## config.mk

```make
export PLATFORM = sky130hd
export DESIGN_NAME = keypad_scanner
export DESIGN_NICKNAME = d
export VERILOG_FILES = /design/src/rtl/keypad_scanner.sv
export SDC_FILE = /design/constraint.sdc
export NUM_CORES = 1
export LEC_CHECK = 0
export ABC_AREA = 0
export ABC_CLOCK_PERIOD_IN_PS = 2900
export BUFFER_PORTS_ARGS = -buffer_cell sky130_fd_sc_hd__buf_4
export CAP_MARGIN = 10
export CORE_ASPECT_RATIO = 1.5
export CORE_UTILIZATION = 50
export DETAILED_ROUTE_END_ITERATION = 7
export GPL_ROUTABILITY_DRIVEN = 1
export PLACE_DENSITY = 0.67
export SYNTH_ARGS = -nofsm -noshare
export SYNTH_HDL_FRONTEND = slang
export SYNTH_SLANG_ARGS = --single-unit
```

## constraint.sdc

```tcl
create_clock -name clk -period 2.9 [get_ports clk]
set_input_delay 0.29 -clock clk [delete_from_list [all_inputs] [get_ports clk]]
set_output_delay 0.29 -clock clk [all_outputs]
set_load 0.01 [all_outputs]
```

## src/rtl/keypad_scanner.sv

```systemverilog
`default_nettype none
// ============================================================================
// Module   : keypad_scanner
// Purpose  : 4x4 matrix keypad scanner with press/release debounce and a
//            valid/ready key-code output (one code per press, no repeat).
// Revision : 1.0 - initial release
// ============================================================================
module keypad_scanner #(
  parameter int DEBOUNCE_SCANS = 4
) (
  input  logic       clk,
  input  logic       rst_n,
  input  logic       clk_enable,
  input  logic [3:0] kp_row_n,
  output logic [3:0] kp_col_n,
  output logic [3:0] key_code,
  output logic       key_valid,
  input  logic       key_ready,
  output logic       key_overrun
);

  localparam logic [1:0] S_SCAN     = 2'd0;
  localparam logic [1:0] S_DEBOUNCE = 2'd1;
  localparam logic [1:0] S_HELD     = 2'd2;

  localparam logic [7:0] c_deb_scans = 8'(DEBOUNCE_SCANS);

  logic [3:0] rows_meta_q, rows_s_q;
  logic [1:0] state_q, state_d;
  logic [1:0] col_q, col_d;
  logic [1:0] row_q, row_d;
  logic [7:0] cnt_q, cnt_d;
  logic [3:0] key_code_q;
  logic       key_valid_q;
  logic       key_overrun_q;

  logic [1:0] w_low_row;
  logic [7:0] w_cnt_inc;
  logic       w_accept;

  // Two-flop synchronizer for the asynchronous row lines (idle = pulled high)
  always_ff @(posedge clk or negedge rst_n) begin
    if (!rst_n) begin
      rows_meta_q <= 4'b1111;
      rows_s_q    <= 4'b1111;
    end else begin
      rows_meta_q <= kp_row_n;
      rows_s_q    <= rows_meta_q;
    end
  end

  // Lowest-index active row wins when several keys share the scanned column
  always_comb begin
    w_low_row = 2'd3;
    if      (!rows_s_q[0]) w_low_row = 2'd0;
    else if (!rows_s_q[1]) w_low_row = 2'd1;
    else if (!rows_s_q[2]) w_low_row = 2'd2;
  end

  assign w_cnt_inc = cnt_q + 8'd1;

  // Scan / debounce / hold sequencing; only advances on the scan strobe
  always_comb begin
    state_d  = state_q;
    col_d    = col_q;
    row_d    = row_q;
    cnt_d    = cnt_q;
    w_accept = 1'b0;
    if (clk_enable) begin
      case (state_q)
        S_SCAN: begin
          if (rows_s_q == 4'b1111) begin
            col_d = col_q + 2'd1;
          end else begin
            row_d = w_low_row;
            if (c_deb_scans == 8'd1) begin
              w_accept = 1'b1;
              cnt_d    = 8'd0;
              state_d  = S_HELD;
            end else begin
              cnt_d   = 8'd1;
              state_d = S_DEBOUNCE;
            end
          end
        end
        S_DEBOUNCE: begin
          if (!rows_s_q[row_q]) begin
            if (w_cnt_inc == c_deb_scans) begin
              w_accept = 1'b1;
              cnt_d    = 8'd0;
              state_d  = S_HELD;
            end else begin
              cnt_d = w_cnt_inc;
            end
          end else begin
            // Bounce: abandon this key and resume scanning at the next column
            cnt_d   = 8'd0;
            col_d   = col_q + 2'd1;
            state_d = S_SCAN;
          end
        end
        S_HELD: begin
          if (rows_s_q == 4'b1111) begin
            if (w_cnt_inc == c_deb_scans) begin
              cnt_d   = 8'd0;
              col_d   = col_q + 2'd1;
              state_d = S_SCAN;
            end else begin
              cnt_d = w_cnt_inc;
            end
          end else begin
            cnt_d = 8'd0;
          end
        end
        default: begin
          cnt_d   = 8'd0;
          state_d = S_SCAN;
        end
      endcase
    end
  end

  // Scan state registers
  always_ff @(posedge clk or negedge rst_n) begin
    if (!rst_n) begin
      state_q <= S_SCAN;
      col_q   <= 2'd0;
      row_q   <= 2'd0;
      cnt_q   <= 8'd0;
    end else begin
      state_q <= state_d;
      col_q   <= col_d;
      row_q   <= row_d;
      cnt_q   <= cnt_d;
    end
  end

  // Output holding register: load on accept if free (or being drained), else flag overrun
  always_ff @(posedge clk or negedge rst_n) begin
    if (!rst_n) begin
      key_code_q    <= 4'd0;
      key_valid_q   <= 1'b0;
      key_overrun_q <= 1'b0;
    end else begin
      key_overrun_q <= 1'b0;
      if (w_accept) begin
        if (!key_valid_q || key_ready) begin
          key_code_q  <= {row_d, col_q};
          key_valid_q <= 1'b1;
        end else begin
          key_overrun_q <= 1'b1;
        end
      end else if (key_valid_q && key_ready) begin
        key_valid_q <= 1'b0;
      end
    end
  end

  assign kp_col_n    = ~(4'b0001 << col_q);
  assign key_code    = key_code_q;
  assign key_valid   = key_valid_q;
  assign key_overrun = key_overrun_q;

endmodule
`default_nettype wire
```

## Word level (Yosys, flattened, before mapping)

Cells that the tools add are included.

| word-level totals | value |
|---|---|
| register bits after elaboration | 28 |
| latch bits | 0 |
| bits in writable memories | 0 |
| memory bits (read-only) | 0 |
| bits of input ports | 8 |
| word-level logic and storage cells | 69 |
| memories | 0 |

| operators by class | value |
|---|---|
| add/subtract/negate cells | 2 |
| multipliers | 0 |
| div/mod/pow operators | 0 |
| $lt $le $gt $ge | 1 |
| eq/ne operators | 11 |
| shift operators | 1 |
| mux-type cells | 33 |
| bitwise operators | 1 |
| reduce and logical (&&, ||, !) cells | 11 |

Operators by type and width:

| operator | count |
|---|---|
| $mux 8 | 4 |
| $mux 2 | 14 |
| $pmux 8 s3 | 1 |
| $pmux 2 s3 | 2 |
| $mux 1 | 11 |
| $ne 2x2->1 const B | 5 |
| $add 8x1->8 const B | 1 |
| $eq 8x3->1 const B | 1 |
| $reduce_and 2->1 | 3 |
| $reduce_and 6->1 | 1 |
| $reduce_and 5->1 | 1 |
| $eq 4x4->1 const B | 1 |
| $not 4->4 | 1 |
| $shl 1x2->4 const A | 1 |
| $lt 2x3->1 const B | 1 |
| $ne 3x3->1 const B | 1 |
| $reduce_bool 3->1 | 1 |
| $add 2x1->2 const B | 1 |
| $bmux 1 s2 | 1 |
| $eq 2x1->1 const B | 1 |
| $eq 2x2->1 const B | 1 |
| $logic_not 2->1 | 1 |
| $ne 2x1->1 const B | 1 |
| $reduce_bool 2->1 | 1 |
| other kinds (3) | 3 |

## Longest topological paths before layout

Gate-level depths: netlist of run 1.

| depth | value |
|---|---|
| depth in word-level cells | 8 |
| depth in mapped cells | 6 |

## Worst setup path before layout of run 1

No wires, ideal clock.

| timing | value |
|---|---|
| kind | reg2reg |
| from | register cnt_q[0] |
| to | register col_q[1] |
| library setup time | 0.128 ns |
| data arrival time | 2.017 ns |
| required time | 2.772 ns |
| path slack | 0.756 ns |
| stages on the path, launching flop included | 7 |
| path buffers | 0 |
| clock period less this slack | 2.144 ns |
| cell sequence | dfrtp_1 ha_1 or4b_1 o41ai_1 o311ai_0 nor2_1 mux2_1 |

| between the ends | value |
|---|---|
| longest elaborated chain between the ends | 4 |

Ends and longest elaborated chain:

| what | RTL line | text |
|---|---|---|
| start: declaration | 32 | `logic [7:0] cnt_q, cnt_d;` |
| start signal: assignment | 134 | `cnt_q <= cnt_d;` |
| $add 8x1->8 | 60 | `assign w_cnt_inc = cnt_q + 8'd1;` |
| $eq 8x3->1 | 104 | `if (w_cnt_inc == c_deb_scans) begin` |
| $ne 2x2->1 (no source line) | - |  |
| $reduce_and 6->1 (no source line) | - |  |
| end signal: assignment | 132 | `col_q <= col_d;` |
| end: declaration | 30 | `logic [1:0] col_q, col_d;` |

No other way between the ends.
A chain may end at the register's enable or synchronous reset.

## Final worst setup path of run 1

| timing | value |
|---|---|
| from | register cnt_q[0] |
| to | register key_code_q[2] (netlist: key_code[2]) |

| between the ends | value |
|---|---|
| longest elaborated chain between the ends | 7 |

Ends and longest elaborated chain:

| what | RTL line | text |
|---|---|---|
| $add 8x1->8 | 60 |  |
| $eq 8x3->1 | 88 | `if (w_cnt_inc == c_deb_scans) begin` |
| $mux 1 | 88 |  |
| $mux 1 | 87 | `if (!rows_s_q[row_q]) begin` |
| $mux 1 | 70 | `case (state_q)` |
| $mux 1 | 69 | `if (clk_enable) begin` |
| $reduce_and 2->1 (no source line) | - |  |
| end signal: assignment | 148 | `key_code_q <= {row_d, col_q};` |
| end: declaration | 33 | `logic [3:0] key_code_q;` |

No other way between the ends.

==> flow_summary.toml, run 1 <==
[outcome]
status = "finished clean"

[floorplan]
fp.dieW_um = 44.9
dieHeight_um = 66.4
initial_core_util_pct = 52.2
die_area_sq_um = 2980
ios = 18
num_rows = 23
core_area_sq_um = 2650

[worst_setup_path]
crit_buf_inv = 0
cpLargestDelayFamily = "simple AND/OR/NAND/NOR gates"
crit_path_max_incr_delay_ns = 0.47
cp_slowest_cell = "or4b_1"
end_kind = "register"
crit_chain = "ha_1, or4b_1, nor2_1, o21ai_2, nor4b_4, mux2_2"
cp_max_fo = 7
startpoint = "cnt_q[0]"
r2r_slack_ns = 0.57
regToRegStartpoint = "cnt_q[0]"
critPathLaunchType = "register"
cp.required_ns = 3.06
crit_type = "register to register"
arrival_ns = 2.49

[synthesis]
synth_area_leaders = "dfrtp_1 36%, dfstp_2 15%, ha_1 4.5%, mux2_2 3.3%, a22o_1 3.2%"
netlist_area_sq_um = 1380
yosysTopAreaCellShare_pct = 36.2
synth-seq-cells = 28
synthCells = 125
syn_nets = 138
yosys.area.top_type = "dfrtp_1"
yosysWarnings = 0
yosysSeqAreaShare_pct = 51.4
syn_avg_cell_area_sq_um = 11.1
synth_cell_types = 41

[final_layout]
multi_input_area_sq_um = 612
n_antenna_cell = 0
instances_no_fill = 182
fin_nets = 159
seqCellArea_sq_um = 711
area_growth_pct = 17.1
drive_above_1_share_pct = 25.5
fillers = 250

[sta]
drv_slew = 0
max_clock_freq_ghz = 0.430
setup_viol = 0
tightest_slew_ns = 0.501
final.setup.tns_ns = 0
hold_viol_final = 0
max-slew-margin-rel_pct = 66.5
fin_crit_ns = 2.33
post-route-period-util_pct = 80.3
rsz0062_at_grt = "no"
finClkSkew_ns = 0.00553
worst_slack_ns = 0.572

[grt]
antenna_found_initial = 0
grt_use_total_pct = 21.4
overflow = 0
grt_max_degree = 29
grt_first_pass_wirelength_mm = 4.55
grt_pass1_vias = 998

[drt]
drt_wl_total_mm = 2.69
drc = 0
wl_per_cell_um = 14.8
drtAntennaViolNets = 0
via_per_inst = 5.70
num_vias = 1038
drtIter0Drc = 23
drtPass1Iterations = 4

[power_and_ir_drop]
intPower_uw = 868
p_leak_uw = 0.000758
switching_share_pct = 33.5
clkPwrFrac_pct = 23.1
p_per_area_nw_per_um2 = 807
seq_power_share_pct = 43.2
irDropWorstVdd_mv = 0.499
combPwrFrac_pct = 33.7
p_sw_uw = 438

[cts]
htree_levels = 1
cts_setup_buffers = 0
cts-root-buf = "clkbuf_8"
clk_path_buf_depth = 2
cts_sinks = 28
cts_buffers = 3
path_clk_slew_ns = 0.09
ctsResizeCount = 0
cts_tree = "built"
insertion_delay_ns = 0.27

[hold_path]
hold_path.startpoint = "kp_row_n[2]"
hold_class = "primary input to register"

[placed_design]
gp_congestion = 0.888
dp_cells = 177
port_buffers = 17
dp_slack_ns = 0.565
hpwl_mm = 2.05

[run]
max_cap_violations = 0
power by group through the flow:
stage / Clock (uW) / Combinational [uW] / Sequential [uW]
final: 302 / 440 / 564
after global routing: 330 / 498 / 579
after CTS: 313 / 449 / 563
after detailed placement: 0 / 446 / 570
after global placement: 0 / 435 / 564
after floorplan: 0 / 319 / 540
synth_stat cells, drive strengths merged:
| cell type | number |
|---|---|
| dfrtp | 20 |
| inv | 11 |
| nor2 | 10 |
| nand2 | 9 |
| dfstp | 8 |
| a21oi | 6 |
| o21ai | 6 |
| a22o | 5 |
| ha | 5 |
| mux2 | 5 |
| and3 | 4 |
| nand2b | 4 |
| nor2b | 4 |
| a32o | 2 |
| buf | 2 |
| nor3 | 2 |
| o311ai | 2 |
| a2111oi | 1 |
| a221o | 1 |
| a311oi | 1 |
| and2 | 1 |
| mux2i | 1 |
| mux4 | 1 |
| nand3 | 1 |
| nand4 | 1 |
| nor3b | 1 |
| nor4 | 1 |
| nor4b | 1 |
| o211ai | 1 |
| o21a | 1 |
| o221ai | 1 |
| o32ai | 1 |
| o41ai | 1 |
| or3 | 1 |
| or4b | 1 |
| xnor2 | 1 |
| xor2 | 1 |
cell usage in the layout (no fill, tap or decap), types with 2 or more instances in the layout:
| cell | synthesis | final |
|---|---|---|
| dfrtp_1 | 20 | 20 |
| buf_4 | 1 | 17 |
| o311ai_0 | 2 | 2 |
| ha_1 | 5 | 5 |
| a32o_1 | 2 | 2 |
| a22o_1 | 5 | 5 |
| dfstp_2 | 8 | 8 |
| nand2b_1 | 4 | 4 |
| nor2b_1 | 4 | 4 |
| nor2_1 | 10 | 10 |
| mux2_2 | 4 | 4 |
| o21ai_0 | 5 | 5 |
| clkbuf_8 | 0 | 3 |
| nand2_1 | 9 | 9 |
| nor3_1 | 2 | 2 |
| inv_1 | 11 | 11 |
| and3_1 | 3 | 3 |
| a21oi_1 | 6 | 6 |
state kept, by name, summed over array words and instances (netlist names):
register,flops
row_q,2
key_overrun,1
rows_s_q,4
col_q,2
key_code,4
rows_meta_q,4
state_q,2
key_valid,1
cnt_q,8
per-layer routing:
layer  up-vias  GRT usage (%)  share of wire [%]
met5         -              0                  0
met4         0           9.85               0.93
met3         2           2.46                2.1
met2        17           38.4                 57
met1       527           24.2                 40
li1        492              -                  -
cell type report:
cell class / instances / area share [%]
clock buffer: 3 / 2.55
clock inverter: 1 / 1.85
inverter: 11 / 2.55
multi-input combinational: 84 / 37.8
sequential: 28 / 43.9
tap: 37 / 2.86
timing repair buffer: 18 / 8.50
kinds of logic (layout without fill, tap and decap cells):
logic type                 Yosys count  count (layout)  share of synthesized area [%]
AOI/OAI and AO/OA                   29              29                           15.5
adders and majority gates            5               5                           4.52
xor gates and xnor gates             2               2                           1.27
buffers and inverters               13              33                           4.34
muxes                                7               7                           6.42
DFF                                 28              28                           51.4
and+or+nand+nor                     41              41                           16.6
repair_timing:
action / 4_1_cts / 5_1_grt
hold endpoints to repair: 20 / 0
hold buffers: 1 / 0
setup endpoints to repair: 0 / 0
metrics by stage:
stage / utilization (%) / area, sq um / power [uW] / hold WS [ns]
2_1_floorplan: - / 1380 / 859 / -0.00559
3_5_place_dp: 58.1 / 1540 / 1020 / 0.226
4_1_cts: 61.2 / 1620 / 1330 / 0.107
5_1_grt: 61.2 / 1620 / 1410 / 0.0906
6_report: 61.2 / 1620 / 1310 / 0.119
3_3_place_gp: 58.1 / 1540 / 999 / 0.220
worst paths after layout:
kind	to	cells past startpoint
max	key_code[2]	6
min	rows_meta_q[2]	1
min reg2reg	rows_s_q[2]	0
min in group asynchronous	key_overrun	2
max reg2reg	key_code[2]	6
max in group asynchronous	rows_s_q[1]	2
Power figures use the tool's default switching activity.
==> inputs of run 2 (changes only) <==
--- a/config.mk
+++ b/config.mk
@@ -6,7 +6,7 @@
 export NUM_CORES = 1
 export LEC_CHECK = 0
 export ABC_AREA = 0
-export ABC_CLOCK_PERIOD_IN_PS = 2900
+export ABC_CLOCK_PERIOD_IN_PS = 2300
 export BUFFER_PORTS_ARGS = -buffer_cell sky130_fd_sc_hd__buf_4
 export CAP_MARGIN = 10
 export CORE_ASPECT_RATIO = 1.5
==> constraint.sdc (replaced) <==
create_clock -name clk -period 2.3 [get_ports clk]
set_input_delay 0.23 -clock clk [delete_from_list [all_inputs] [get_ports clk]]
set_output_delay 0.23 -clock clk [all_outputs]
set_load 0.01 [all_outputs]
==> flow_summary.toml, run 2 (synthesis results as in run 1) <==
[worst_setup_path]
crit_path_end = "key_code[2]"
r2r_slack_ns = 0.16
arrival_ns = 2.30
r2r_end = "key_code[2]"
cp_max_fo = 4
cp.required_ns = 2.47
regToRegStartpoint = "cnt_q[1]"
crit_type = "register to register"
crit_chain = "ha_1, or4b_1, nor2_1, o21ai_2, nor4b_4, buf_4, mux2_2"
crit_path_max_incr_delay_ns = 0.46
critPathLaunchType = "register"
end_kind = "register"
cp_slowest_cell = "or4b_1"
startpoint = "cnt_q[1]"
worstRegToRegCells = 7

[power_and_ir_drop]
intPower_uw = 1120
clkPwrFrac_pct = 22.8
switching_share_pct = 33.2
p_per_area_nw_per_um2 = 1010
combPwrFrac_pct = 35.7
p_sw_uw = 559
p_leak_uw = 0.000793
irDropWorstVdd_mv = 0.664
seq_power_share_pct = 41.5

[floorplan]
core_area_sq_um = 2650
die_area_sq_um = 2980
ios = 18
dieHeight_um = 66.4
initial_core_util_pct = 52.2
fp.dieW_um = 44.9
num_rows = 23

[outcome]
status = "finished clean"

[cts]
htree_levels = 1
cts_buffers = 3
insertion_delay_ns = 0.28
cts_sinks = 28
path_clk_slew_ns = 0.09
cts_tree = "built"
clk_path_buf_depth = 2
cts-root-buf = "clkbuf_8"

[hold_path]
hold_path.startpoint = "kp_row_n[1]"
hold_class = "primary input to register"

[sta]
max_clock_freq_ghz = 0.468
tightest_slew_ns = 0.509
rsz0062_at_grt = "no"
finClkSkew_ns = 0.00577
post-route-period-util_pct = 92.9
worst_slack_ns = 0.162
max-slew-margin-rel_pct = 65.9
drv_slew = 0
fin_crit_ns = 2.14
hold_viol_final = 0
final.setup.tns_ns = 0
setup_viol = 0

[placed_design]
dp_cells = 182
gp_congestion = 0.807
hpwl_mm = 1.97
port_buffers = 17
dp_slack_ns = 0.0793

[drt]
drtPass1Iterations = 4
via_per_inst = 5.40
drt_wl_total_mm = 2.64
drtAntennaViolNets = 0
drc = 0
num_vias = 1020
wl_per_cell_um = 13.9
drtIter0Drc = 35

[grt]
grt_max_degree = 29
antenna_found_initial = 0
grt_first_pass_wirelength_mm = 4.32
grt_use_total_pct = 20.2
grt_pass1_vias = 1005
overflow = 0

[final_layout]
final_core_utilization_pct = 63.1
largest_register_ffs = 8
n_antenna_cell = 0
instances_no_fill = 189
fin_nets = 166
final_cell_mix = "24 x buf_4, 20 x dfrtp_1, 11 x inv_1"
drive_above_1_share_pct = 28.9
top_register = "cnt_q"
final_common_cell = "buf_4"
area_growth_pct = 20.9

[run]
max_cap_violations = 0
==> run 2: worst min path at each step <==
stage                           to  slack, ns  depth (start not counted)
floorplan                 cnt_q[0]      -0.07                          0
finish              rows_meta_q[1]       0.05                          1
global route        rows_meta_q[0]       0.04                          1
CTS                 rows_meta_q[1]       0.04                          1
global placement       key_overrun       0.16                          1
detailed placement     key_overrun       0.16                          1
==> run 2: timing repair <==
action                     in CTS  in global routing
gates resized for setup         0                  1
setup endpoints to repair       0                  5
buffers inserted                0                  2
hold endpoints to repair       20                  0
hold buffers                    1                  0
==> run 2: worst max-delay path, delay by kind of cell, from the launching register on <==
kind	cells	cell delay [ns]
mux	1	0.34
fa+ha+maj	1	0.18
compound gates	1	0.11
flops	1	0.39
simple gates	3	0.83
buf+inv	1	0.18
==> run 2: power by group through the flow <==
stage	clock network (uW)	logic, uW	registers (uW)
after detailed placement	0	595	707
after global routing	413	681	716
after floorplan	0	402	680
final	384	602	699
after global placement	0	580	702
after CTS	395	600	698
==> run 2: through the flow <==
step                hold WS, ns  cell area (sq um)  power, uW
finish                   0.0479               1670       1680
global route             0.0356               1670       1810
CTS                      0.0416               1660       1690
detailed placement        0.162               1580       1300
global placement          0.159               1580       1280
floorplan               -0.0656               1380       1080
==> run 2: final cells by class <==
type / instances / area, sq um
fill: 241 / 976
timing repair buffer: 25 / 190
clock buffer: 3 / 41.3
inverter: 11 / 41.3
sequential: 28 / 711
tap: 37 / 46.3
clock inverter: 1 / 30.0
multi-input combinational: 84 / 612
==> run 2: layer usage <==
layer	wire [um]	part of all wire (%)	up-vias	track usage (%)
met5	0	0	-	0
met4	61	2.3	0	10.6
met3	69	2.6	6	2.73
met2	1460	55	18	37.0
met1	1050	40	492	21.2
li1	-	-	504	-
